**src/rtl/entry_ctrl_pkg.sv**
```systemverilog
// Shared types and sizes for the hex operand entry controller.
package entry_ctrl_pkg;

    localparam int NUM_DIGITS = 4;
    localparam int DIGIT_W    = 4;
    localparam int OP_W       = NUM_DIGITS * DIGIT_W;
    localparam int CNT_W      = 3;

    typedef enum logic [1:0] {
        ENTRY_A = 2'd0,
        ENTRY_B = 2'd1,
        DONE    = 2'd2
    } state_e;

endpackage

```
**src/rtl/button_conditioner.sv**
```systemverilog
// Raw button -> 2-FF synchronizer -> optional debouncer -> one-cycle press pulse.
// Debounce stage is built only when ENTRY_DEBOUNCE_EN is defined.
module button_conditioner #(
    parameter logic [19:0] DEBOUNCE_CYCLES = 20'd500000
) (
    input  logic clk,
    input  logic rst,
    input  logic bttn_raw,
    output logic press_p
);

    logic sync1_q;
    logic sync2_q;
    logic prev_q;
    logic level;

    // NOTE: sequential state always uses <=, so every flop samples pre-edge values.
    always_ff @(posedge clk) begin
        if (rst) begin
            sync1_q <= 1'b0;
            sync2_q <= 1'b0;
        end else begin
            sync1_q <= bttn_raw;
            sync2_q <= sync1_q;
        end
    end

`ifdef ENTRY_DEBOUNCE_EN
    logic [19:0] cnt_q;
    logic [19:0] cnt_d;
    logic        db_q;
    logic        db_d;

    // Level flips only after DEBOUNCE_CYCLES consecutive samples that disagree with it.
    always_comb begin
        cnt_d = '0;
        db_d  = db_q;
        if (sync2_q != db_q) begin
            if (cnt_q == DEBOUNCE_CYCLES - 20'd1) begin
                db_d = sync2_q;
            end else begin
                cnt_d = cnt_q + 20'd1;
            end
        end
    end

    always_ff @(posedge clk) begin
        if (rst) begin
            cnt_q <= '0;
            db_q  <= 1'b0;
        end else begin
            cnt_q <= cnt_d;
            db_q  <= db_d;
        end
    end

    assign level = db_q;
`else
    // Debounce length is meaningless without the counter; keep the parameter referenced.
    if (DEBOUNCE_CYCLES == 20'd0) begin : g_no_debounce_cfg
    end

    assign level = sync2_q;
`endif

    always_ff @(posedge clk) begin
        if (rst) begin
            prev_q <= 1'b0;
        end else begin
            prev_q <= level;
        end
    end

    assign press_p = level & ~prev_q;

endmodule

```
**src/rtl/nibble_entry_ctrl.sv**
```systemverilog
// Two-operand hex entry controller driving an external 4-nibble shift register.
// Optional button debounce: define ENTRY_DEBOUNCE_EN.
module nibble_entry_ctrl
    import entry_ctrl_pkg::*;
#(
    parameter logic [19:0] DEBOUNCE_CYCLES = 20'd500000
) (
    input  logic               clk,
    input  logic               rst,
    input  logic               bttn_shift,
    input  logic               bttn_enter,
    input  logic               bttn_clear,
    input  logic [DIGIT_W-1:0] sw_in,
    input  logic [OP_W-1:0]    dato,
    output logic               shift_en,
    output logic [DIGIT_W-1:0] nibble_out,
    output logic               sr_rst,
    output logic [OP_W-1:0]    op_a,
    output logic [OP_W-1:0]    op_b,
    output logic               ops_valid,
    output logic [CNT_W-1:0]   digit_cnt,
    output logic [1:0]         state_o
);

    logic sft_p;
    logic ent_p;
    logic clr_p;

    button_conditioner #(.DEBOUNCE_CYCLES(DEBOUNCE_CYCLES)) u_cond_shift (
        .clk(clk), .rst(rst), .bttn_raw(bttn_shift), .press_p(sft_p)
    );
    button_conditioner #(.DEBOUNCE_CYCLES(DEBOUNCE_CYCLES)) u_cond_enter (
        .clk(clk), .rst(rst), .bttn_raw(bttn_enter), .press_p(ent_p)
    );
    button_conditioner #(.DEBOUNCE_CYCLES(DEBOUNCE_CYCLES)) u_cond_clear (
        .clk(clk), .rst(rst), .bttn_raw(bttn_clear), .press_p(clr_p)
    );

    state_e             state_q,     state_d;
    logic [CNT_W-1:0]   digit_cnt_q, digit_cnt_d;
    logic [OP_W-1:0]    op_a_q,      op_a_d;
    logic [OP_W-1:0]    op_b_q,      op_b_d;
    logic               ops_valid_q, ops_valid_d;
    logic               shift_en_q,  shift_en_d;
    logic [DIGIT_W-1:0] nibble_q,    nibble_d;
    logic               sr_pulse_q,  sr_pulse_d;

    // NOTE: every always_comb output gets a default first so no latch is inferred.
    always_comb begin
        state_d     = state_q;
        digit_cnt_d = digit_cnt_q;
        op_a_d      = op_a_q;
        op_b_d      = op_b_q;
        ops_valid_d = ops_valid_q;
        shift_en_d  = 1'b0;
        nibble_d    = nibble_q;
        sr_pulse_d  = 1'b0;

        // Priority clear > enter > shift; losers are simply dropped.
        if (clr_p) begin
            sr_pulse_d  = 1'b1;
            digit_cnt_d = '0;
            if (state_q == DONE) begin
                op_a_d      = '0;
                op_b_d      = '0;
                ops_valid_d = 1'b0;
                state_d     = ENTRY_A;
            end
        end else if (ent_p) begin
            case (state_q)
                ENTRY_A: begin
                    if (digit_cnt_q != '0) begin
                        op_a_d      = dato;
                        sr_pulse_d  = 1'b1;
                        digit_cnt_d = '0;
                        state_d     = ENTRY_B;
                    end
                end
                ENTRY_B: begin
                    if (digit_cnt_q != '0) begin
                        op_b_d      = dato;
                        sr_pulse_d  = 1'b1;
                        digit_cnt_d = '0;
                        ops_valid_d = 1'b1;
                        state_d     = DONE;
                    end
                end
                default: begin
                    ops_valid_d = 1'b0;
                    state_d     = ENTRY_A;
                end
            endcase
        end else if (sft_p) begin
            if (state_q != DONE && digit_cnt_q < CNT_W'(NUM_DIGITS)) begin
                shift_en_d  = 1'b1;
                nibble_d    = sw_in;
                digit_cnt_d = digit_cnt_q + CNT_W'(1);
            end
        end
    end

    always_ff @(posedge clk) begin
        if (rst) begin
            state_q     <= ENTRY_A;
            digit_cnt_q <= '0;
            op_a_q      <= '0;
            op_b_q      <= '0;
            ops_valid_q <= 1'b0;
            shift_en_q  <= 1'b0;
            nibble_q    <= '0;
            sr_pulse_q  <= 1'b0;
        end else begin
            state_q     <= state_d;
            digit_cnt_q <= digit_cnt_d;
            op_a_q      <= op_a_d;
            op_b_q      <= op_b_d;
            ops_valid_q <= ops_valid_d;
            shift_en_q  <= shift_en_d;
            nibble_q    <= nibble_d;
            sr_pulse_q  <= sr_pulse_d;
        end
    end

    // The shift register is cleared for the whole reset, not just after it.
    assign sr_rst     = sr_pulse_q | rst;
    assign shift_en   = shift_en_q;
    assign nibble_out = nibble_q;
    assign op_a       = op_a_q;
    assign op_b       = op_b_q;
    assign ops_valid  = ops_valid_q;
    assign digit_cnt  = digit_cnt_q;
    assign state_o    = state_q;

endmodule

```
**config.mk**
```make
export PLATFORM = sky130hd
export DESIGN_NAME = nibble_entry_ctrl
export DESIGN_NICKNAME = d
export VERILOG_FILES = /design/src/rtl/entry_ctrl_pkg.sv /design/src/rtl/button_conditioner.sv /design/src/rtl/nibble_entry_ctrl.sv
export SDC_FILE = /design/constraint.sdc
export NUM_CORES = 1
export LEC_CHECK = 0
export CAP_MARGIN = 20
export CORE_MARGIN = 1
export CORE_UTILIZATION = 48
export CTS_BUF_LIST = sky130_fd_sc_hd__clkbuf_2 sky130_fd_sc_hd__clkbuf_4 sky130_fd_sc_hd__clkbuf_8
export CTS_CLUSTER_SIZE = 28
export DETAILED_ROUTE_END_ITERATION = 10
export PLACE_DENSITY = 0.81
export SLEW_MARGIN = 20
export SYNTH_ARGS = -nofsm -noshare
export SYNTH_HDL_FRONTEND = slang
export SYNTH_HIERARCHICAL = 1
export SYNTH_SLANG_ARGS = --single-unit
```
**constraint.sdc**
```tcl
create_clock -name clk -period 2.3 [get_ports clk]
set_input_delay 0.575 -clock clk [delete_from_list [all_inputs] [get_ports clk]]
set_output_delay 0.575 -clock clk [all_outputs]
set_load 0.05 [all_outputs]
```
==> flow_summary.ini <==
[cells_and_area]
n_fill_cell = 358
final_common_cell = clkdlybuf4s50_1
seqCellArea_um2 = 1060
layout_common_cells = 66 x clkdlybuf4s50_1, 53 x dfxtp_1, 38 x mux2i_1
area_growth_pct = 34.9
multiInputGateArea_um2 = 1150
drive_gt1_share_pct = 6.87
layout.nets = 318
num_antenna_cells = 0

[route]
wl_mm = 4.83
top_layer_used = met4
detail_route.wl_per_cell_um = 14.1
drt-met1-wl_mm = 2.31
dr.pass1.iters = 8
wl_met3_um = 331
met2WireLength_mm = 2.14
ant_nets = 0
num_vias = 1781
drtIter0Drc = 104
routed_via_density = 5.19
drc_errors = 7

[timing]
post-route-period-util_pct = 95.9
finalMaxSlewViolations = 0
min_period_ns = 2.21
finalClockSkew_ns = 0.00379
finalSetupTns_ns = 0
tightest_slew_ns = 0.671
grt_setup_unrepaired = no
slew_headroom_pct = 54.9
hold_violations = 0
fmaxAchievable_mhz = 453
setup_violations = 0

[worst_setup_path]
path_cells = clkdlybuf4s50_1
start_kind = flop
required_ns = 1.73
cp.arrival_ns = 1.63
critical_path_peak_fanout = 9
crit_family = buffers and inverters
critPathMaxStageDelay_ns = 0.86
cp-end-kind = primary output
crit_type = flop to primary output
crit_buf_inv = 1
crit_slowest_cell = clkdlybuf4s50_1

[synth]
async_reset_ff_share_pct = 0
synth_edf_count = 0
synth_seq_cells = 53
syn-cell-area_um2 = 2300
synth_flop_cell = dfxtp_1
yosysWarningCount = 6
yosysSeqAreaShare_pct = 46.1
syn_area_per_cell_um2 = 10.2
synthCells = 226
synth_fp_nets = 253
ys_types = 28

[global_routing]
grt_pass1_vias = 1700
overflow = 0
grt_max_degree = 57
grt_util_all_layers_pct = 20.7
antenna_found_initial = 0
grt_pass1_wl_mm = 8.29

[floorplanning]
initial_core_util_pct = 51.4
fp.dieH_um = 71.2
ios = 69
core-area_um2 = 4470
die_w_um = 71.2
die_area_um2 = 5070
rows = 24

[clock_network]
cts-hold-fix-buffers = 0
htree_levels = 2
clkLatencyLatePin_ns = 0.30
root_buffer = clkbuf_8
cts_tree = built
clk_pin_slew_worst_paths_ns = 0.08
cts_resized = 0
cts-buffers-inserted = 5
clkSinkCount = 53
post_cts.repair.setup_buffers = 0
clk_path_buf_depth = 2

[power]
power_density_nw_per_um2 = 527
power.leakage_nw = 1.31
vdd_drop_max_mv = 0.371
power.total_mw = 1.64

[place]
place.gp.congestion = 0.823
hpwlAfterDp_mm = 3.31
portBuffers = 68

[run]
max-cap-violations = 0

[status]
violations = DRC
status = complete, but fails checks

[hold_path]
min-delay-path-class = flop to flop
==> Yosys cell counts (all sizes together) (2+ instances only) <==
library cell / number / area [um2]
o21ai: 2 / 10.0
inv: 3 / 11.3
nor2b: 15 / 101
buf: 4 / 35.0
dfxtp: 53 / 1060
nor3b: 2 / 15.0
or4: 2 / 15.0
nand2b: 29 / 181
ha: 2 / 25.0
nand3b: 34 / 255
o211ai: 2 / 15.0
clkbuf: 11 / 41.3
nor3: 2 / 10.0
a21oi: 2 / 10.0
nand2: 16 / 60.1
mux2i: 38 / 380
==> per-stage QoR <==
stage          hold slack (ns)  cell area [um2]  setup WS, ns  util, %  instances
2_1_floorplan            0.414             2300        0.0887        -        226
3_3_place_gp             0.422             3010         0.389     67.3        336
3_5_place_dp             0.426             3010         0.409     67.3        336
4_1_cts                  0.446             3100        0.0907     69.4        343
5_1_grt                  0.463             3100        0.0329     69.4        343
6_report                 0.445             3100        0.0944     69.4        343
==> state kept, by name (all words and copies together) (netlist names) <==
signal / cells
u_cond_shift/level: 1
u_cond_enter/prev_q: 1
nibble_out: 4
u_cond_enter/sync1_q: 1
u_cond_clear/level: 1
u_cond_clear/prev_q: 1
state_o: 2
u_cond_shift/sync1_q: 1
op_b: 16
u_cond_enter/level: 1
op_a: 16
u_cond_clear/sync1_q: 1
sr_pulse_q: 1
u_cond_shift/prev_q: 1
ops_valid: 1
digit_cnt: 3
shift_en: 1
==> power by group <==
part / leakage, nW / internal, mW / switching (mW)
Sequential: 0.429 / 0.929 / 0.00569
Combinational: 0.836 / 0.0879 / 0.0799
Clock: 0.0477 / 0.251 / 0.282
Total: 1.31 / 1.27 / 0.367
==> final timing paths <==
check | cells past startpoint | from | slack, ns | end
min | 1 | u_cond_enter/sync1_q | 0.44 | u_cond_enter/level
min reg2reg | 1 | u_cond_enter/sync1_q | 0.44 | u_cond_enter/level
max | 1 | state_o[1] | 0.09 | state_o[1]
max reg2reg | 6 | digit_cnt[0] | 0.38 | op_b[1]
==> per-layer routing <==
metal	track usage (%)	vias to the layer above
met1	28.4	819
met3	5.06	5
met2	32.1	56
li1	-	901
met5	0	-
met4	6.67	0
==> layout make-up <==
cell class | count | share of cell area (%)
multi-input combinational | 155 | 37.1
timing repair buffer | 73 | 23.3
sequential | 53 | 34.2
clock buffer | 7 | 2.90
tap | 52 | 2.10
inverter | 3 | 0.363
==> logic make-up (layout without fill, tap and decap cells) <==
kind of cell	Yosys count	count (layout)	synth area share (%)
AND/OR/NAND/NOR	106	106	29.7
multiplexers	38	38	16.5
adder cells (fa/ha/maj)	2	2	1.09
AO/OA/AOI/OAI	9	9	2.72
buffers and inverters	18	83	3.81
flip-flops	53	53	46.1
Note: power is estimated with default switching activity, not from simulation.
